`src/rtl/eei_pkg.sv`:
```
// Shared execution-environment types used across the pipeline front end.
package eei;

    localparam int XLEN       = 64;
    localparam int INST_BYTES = 4;

    typedef logic [XLEN-1:0] Addr;
    typedef logic [31:0]     Inst;

    // One fetched instruction together with the PC it was read from.
    typedef struct packed {
        Addr pc;
        Inst bits;
    } FetchEntry;

endpackage

```
`src/rtl/inst_fetcher_fifo.sv`:
```
// Generic synchronous FIFO with flush; flush wins over push and pop.
module fifo #(
    parameter int WIDTH = 8,
    parameter int DEPTH = 4
) (
    input  logic                     clk,
    input  logic                     rst,
    input  logic                     flush,
    input  logic                     push,
    input  logic [WIDTH-1:0]         wdata,
    input  logic                     pop,
    output logic [WIDTH-1:0]         rdata,
    output logic [$clog2(DEPTH):0]   count,
    output logic                     empty,
    output logic                     full
);
    localparam int             AW       = $clog2(DEPTH);
    localparam logic [AW:0]    CNT_ONE  = (AW + 1)'(1);
    localparam logic [AW:0]    CNT_FULL = (AW + 1)'(DEPTH);
    localparam logic [AW-1:0]  PTR_ONE  = AW'(1);

    logic [WIDTH-1:0] mem [DEPTH];
    logic [AW-1:0]    wr_ptr;
    logic [AW-1:0]    rd_ptr;
    logic             do_push;
    logic             do_pop;

    assign empty   = (count == '0);
    assign full    = (count == CNT_FULL);
    assign do_push = push && !full && !flush;
    assign do_pop  = pop && !empty && !flush;
    assign rdata   = mem[rd_ptr];

    // Pointer and occupancy bookkeeping.
    always_ff @(posedge clk or negedge rst) begin
        if (!rst) begin
            wr_ptr <= '0;
            rd_ptr <= '0;
            count  <= '0;
        end else if (flush) begin
            wr_ptr <= '0;
            rd_ptr <= '0;
            count  <= '0;
        end else begin
            if (do_push) wr_ptr <= wr_ptr + PTR_ONE;
            if (do_pop)  rd_ptr <= rd_ptr + PTR_ONE;
            case ({do_push, do_pop})
                2'b10:   count <= count + CNT_ONE;
                2'b01:   count <= count - CNT_ONE;
                default: count <= count;
            endcase
        end
    end

    // Storage array; contents are don't-care until written.
    always_ff @(posedge clk) begin
        if (do_push) mem[wr_ptr] <= wdata;
    end

endmodule

```
`src/rtl/inst_fetcher.sv`:
```
// Fetch stage: sequential PC generation, single-outstanding bus requests,
// buffered {pc, inst} hand-off to decode, and flush on redirect.
//
// state | meaning
// REQ   | fetch_pc presented on the bus, waiting for acceptance
// WAIT  | one request accepted, waiting for its read response
module inst_fetcher
    import eei::*;
#(
    parameter int  DEPTH    = 4,
    parameter Addr RESET_PC = 64'h0
) (
    input  logic        clk,
    input  logic        rst,
    output logic        i_membus_valid,
    input  logic        i_membus_ready,
    output logic [63:0] i_membus_addr,
    input  logic        i_membus_rvalid,
    input  logic [31:0] i_membus_rdata,
    output logic        if_valid,
    input  logic        if_ready,
    output logic [63:0] if_pc,
    output logic [31:0] if_inst,
    input  logic        redirect,
    input  logic [63:0] redirect_pc
);
    localparam logic [0:0] REQ  = 1'b0;
    localparam logic [0:0] WAIT = 1'b1;
    localparam int         CW   = $clog2(DEPTH) + 1;

    logic [0:0]    state;
    Addr           fetch_pc;
    Addr           req_pc;
    logic          discard;
    logic          accept;
    logic          push;
    logic          pop;
    FetchEntry     wentry;
    FetchEntry     head;
    logic [CW-1:0] fifo_count;
    logic          fifo_empty;
    logic          fifo_full;
    logic          unused_pc_lsbs;

    // Low PC bits of a redirect target are forced to zero, so never read.
    assign unused_pc_lsbs = ^redirect_pc[1:0];

    // Requests only go out when a slot is guaranteed for the response;
    // rst gating keeps both valids low while reset is held.
    assign i_membus_valid = rst && (state == REQ) && !redirect
                            && (fifo_count < CW'(DEPTH));
    assign i_membus_addr  = fetch_pc;
    assign accept         = i_membus_valid && i_membus_ready;

    assign wentry   = '{pc: req_pc, bits: i_membus_rdata};
    assign push     = (state == WAIT) && i_membus_rvalid && !discard
                      && !redirect && !fifo_full;
    assign if_valid = rst && !fifo_empty && !redirect;
    assign pop      = if_valid && if_ready;
    assign if_pc    = head.pc;
    assign if_inst  = head.bits;

    fifo #(
        .WIDTH ($bits(FetchEntry)),
        .DEPTH (DEPTH)
    ) u_fifo (
        .clk   (clk),
        .rst   (rst),
        .flush (redirect),
        .push  (push),
        .wdata (wentry),
        .pop   (pop),
        .rdata (head),
        .count (fifo_count),
        .empty (fifo_empty),
        .full  (fifo_full)
    );

    // Fetch FSM, PC register and stale-response tracking.
    always_ff @(posedge clk or negedge rst) begin
        if (!rst) begin
            state    <= REQ;
            fetch_pc <= RESET_PC;
            req_pc   <= RESET_PC;
            discard  <= 1'b0;
        end else if (redirect) begin
            fetch_pc <= {redirect_pc[63:2], 2'b00};
            if (state == WAIT) begin
                if (i_membus_rvalid) begin
                    // The outstanding response lands now and is dropped,
                    // so nothing stale remains in flight.
                    state   <= REQ;
                    discard <= 1'b0;
                end else begin
                    discard <= 1'b1;
                end
            end
        end else begin
            case (state)
                REQ: begin
                    if (accept) begin
                        req_pc   <= fetch_pc;
                        fetch_pc <= fetch_pc + Addr'(INST_BYTES);
                        state    <= WAIT;
                    end
                end
                default: begin
                    if (i_membus_rvalid) begin
                        discard <= 1'b0;
                        state   <= REQ;
                    end
                end
            endcase
        end
    end

endmodule
```
`config.mk`:
```
export PLATFORM = sky130hd
export DESIGN_NAME = inst_fetcher
export DESIGN_NICKNAME = d
export VERILOG_FILES = /design/src/rtl/eei_pkg.sv /design/src/rtl/inst_fetcher_fifo.sv /design/src/rtl/inst_fetcher.sv
export SDC_FILE = /design/constraint.sdc
export NUM_CORES = 1
export LEC_CHECK = 0
export CAP_MARGIN = 15
export CORE_MARGIN = 1.5
export CORE_UTILIZATION = 60
export DETAILED_ROUTE_END_ITERATION = 10
export GPL_TIMING_DRIVEN = 0
export PLACE_DENSITY_LB_ADDON = 0.08
export REMOVE_ABC_BUFFERS = 1
export SLEW_MARGIN = 5
export SYNTH_ARGS = -nofsm -noshare
export SYNTH_HDL_FRONTEND = slang
export SYNTH_SLANG_ARGS = --single-unit
export TNS_END_PERCENT = 10
```
`constraint.sdc`:
```
create_clock -name clk -period 10.4 [get_ports clk]
set_input_delay 1.04 -clock clk [delete_from_list [all_inputs] [get_ports clk]]
set_output_delay 1.04 -clock clk [all_outputs]
set_load 0.05 [all_outputs]
```
==> results.md <==
- Most common cell after layout, fill and taps aside: edfxtp_1
- Routed Antenna Nets: 0
- CTS root buffer: clkbuf_16
- CTS tree: built
- Die area: 35220 um^2
- Final-stage net count: 1645
- Worst Path Required: 9.36 ns
- Int Pwr: 0.003582 W
- Core area: 33530 um^2
- Combinational Power Share: 10.8%
- Fillers: 2011
- Vias per std cell: 6.193
- Wire per inst: 23.59 um
- Seq/Total Area, Yosys: 71.45%
- Post-route cell area: 25310 um^2
- Num CTS Buffers: 50
- DIE WIDTH: 187.7 um
- Placed instance area: 23670 um^2
- Post-Route M1 WL: 19.23 mm
- Starting Density: 61.01%
- Top-area cell type share of the netlist area: 55.19%
- Final setup TNS: 0 ns
- Vias in the first global route: 12622
- Flop pwr share: 51.8%
- Clock share of power: 37.4%
- Max cap viols: 0
- Antenna violations before repair: 6
- Max VDD drop: 0.1678 mV
- Cells after Synth: 1287
- Placer congestion estimate: 0.7856
- LEAKAGE: 8.922 nW
- WP data arrival: 3.26 ns
- Crit path largest cell delay: 0.92 ns
- Worst path slowest cell: clkdlybuf4s50_1
- Switching power: 0.001204 W
- FMAX: 0.2323 GHz
- Synth warnings: 0
- Async SR Flop Fraction: 26.13%
- Hold Path Class: flop to flop
- Final wirelength: 47.88 mm
- Slew HR: 24.99%
- CP Max Fanout: 85
- Synth Area per Inst: 15.90 um^2
- Cell area after synthesis: 20460 um^2
- CTS H-tree lvls: 2
- Ranking of synthesized cells by area: edfxtp_1 55%, dfrtp_1 16%, mux4_2 10%
- Worst-path clk slew: 0.06 ns
- Worst Tran Pin Value: 1.124 ns
- Met3 wire length: 3.693 mm
- DP Worst Slack: 6.078 ns
- Residual DRC count: 0
- Bufs on Longest Clock Path: 3
- DR top layer: met5
- Clk_lat worst skew: 0.58 ns
- Synth area leader: edfxtp_1
- Setup WS post-layout: 6.096 ns
- Hpwl dp: 28.58 mm
- Post-cts gate resize count: 0
- I/O Pins: 264
- Number of clock sinks: 509
- Fin crit share: 41.38%
- Overall routing resource usage: 27.72%
- Critical path startpoint category: primary input
- Hold_buf cts: 0
- Worst setup EP type: primary output
- RSZ-0062 raised after global routing: false
- Most frequent cells in the layout: 376 x edfxtp_1, 255 x clkdlybuf4s50_1, 234 x nand2_1, 131 x dfrtp_1, 94 x mux4_2
- Hold Vio Cnt, Final: 0
- Layout cell share with drive strength beyond 1: 13.94%
- Met2 Wirelength: 23.55 mm
- Kind of critical path: primary input to primary output
- PD cells: 189.0 nW/um^2
- Status: finished clean
- Fin crit period: 4.304 ns
- Final setup viols: 0
- Post-synth EDFFs: 376
- Postcts setup bufs: 0
- Total number of vias: 12572
- Final Slew Violations: 0
- First-pass GRT wire length: 73.71 mm
- Area growth syn-to-layout: 23.73%
- CP delay by family, top: buffers and inverters
- Rows: 67
- Post-synth cell types: 65
- Post-synth top flop: edfxtp_1
- Port Buffers: 257
- Worst path bufs/invs: 2
- #FFs+latches synth: 509
- Crit-path cells: buf_6 > nor4b_4 > clkdlybuf4s50_1
- Switching share of total power: 25.15%
- Worst hold margin: 0.5145 ns
- Pin count of the biggest net entering global routing: 86
- Grt total ovfl: 0
- Die H: 187.7 um
- Clock skew: 0.01567 ns
- DRT iter0 DRCs: 1115
- Drt first pass iters: 5
[cell type report]
type	instances	area (um^2)	share of cell area (%)
Antenna cell	4	10.01	0.03954
Tap cell	448	560.5	2.214
Multi-Input combinational cell	693	5519	21.80
Sequential cell	509	14630	57.78
Clock inverter	24	230.2	0.9095
Clock buffer	69	1404	5.546
Inverter	12	45.04	0.1779
Timing Repair Buffer	271	2919	11.53
[per-layer routing]
metal	GRT usage, %	vias up
li1	-	5531
met1	38.88	6414
met2	43.87	532
met3	5.484	93
met4	10.28	2
met5	0	-
[Yosys cell counts (5+ instances only)]
cell,count
edfxtp_1,376
o311ai_0,13
buf_2,18
nand2_1,235
nand3_1,38
or3_1,8
and2_1,7
buf_1,14
nand4_1,34
a31oi_1,5
a22oi_1,5
mux2i_1,10
nor3_1,14
ha_1,5
a21oi_1,17
mux4_2,94
dfrtp_1,133
nand2b_1,7
o21ai_0,33
nor4_1,8
and3_1,10
o211ai_1,11
a221o_1,10
nor2_1,37
clkbuf_1,39
a32o_1,5
a21o_1,11
or4_1,11
inv_1,12
[power groups by stage]
| stage | Combinational, W | Sequential [W] | Clock, W |
|---|---|---|---|
| 2_1_floorplan | 0.000217 | 0.00257 | 0 |
| 3_3_place_gp | 0.000500 | 0.00251 | 0 |
| 3_5_place_dp | 0.000517 | 0.00251 | 0 |
| 4_1_cts | 0.000520 | 0.00247 | 0.00181 |
| 5_1_grt | 0.000549 | 0.00250 | 0.00189 |
| 6_report | 0.000517 | 0.00248 | 0.00179 |
[sequential cells by signal (all words and copies together) (netlist names)]
| signal | flops |
|---|---|
| u_fifo.rd_ptr | 2 |
| state | 1 |
| discard | 1 |
| u_fifo.mem | 376 |
| req_pc | 62 |
| i_membus_addr | 62 |
| u_fifo.count | 3 |
| u_fifo.wr_ptr | 2 |
[path summary, 6_finish.rpt]
path | start | endpoint | slack, ns | cells past startpoint
setup / recovery | rst | i_membus_valid | 6.10 | 3
hold / removal | req_pc[20]$_DFFE_PN0P_ | u_fifo.mem[0][52]$_DFFE_PP_ | 0.51 | 0
setup reg to reg | i_membus_addr[2]$_DFFE_PN0P_ | i_membus_addr[56]$_DFFE_PN0P_ | 7.19 | 6
hold reg to reg | req_pc[20]$_DFFE_PN0P_ | u_fifo.mem[0][52]$_DFFE_PP_ | 0.51 | 0
max in group asynchronous | rst | req_pc[26]$_DFFE_PN0P_ | 9.08 | 2
min in group asynchronous | rst | req_pc[60]$_DFFE_PN0P_ | 0.52 | 1
[cell families (layout without fill, tap and decap cells)]
logic type	count (synthesis)	count (layout)	synth area share [%]
flip-flops	509	509	71.45
adder cells (fa/ha/maj)	6	6	0.4036
XOR/XNOR	4	4	0.1712
AND/OR/NAND/NOR	430	430	10.11
AO/OA/AOI/OAI	141	141	4.984
multiplexers	108	108	11.06
other	1	8	0.01833
buffers and inverters	88	376	1.804
[stage by stage]
step           power [W]  cells  utilization [%]
4_1_cts         0.004808   2026            75.46
6_report        0.004785   2030            75.49
5_1_grt         0.004933   2029            75.49
3_3_place_gp    0.003014   1919            69.43
3_5_place_dp    0.003031   1933            70.59
2_1_floorplan   0.002789   1214                -
Note: power is estimated with default switching activity, not from simulation.
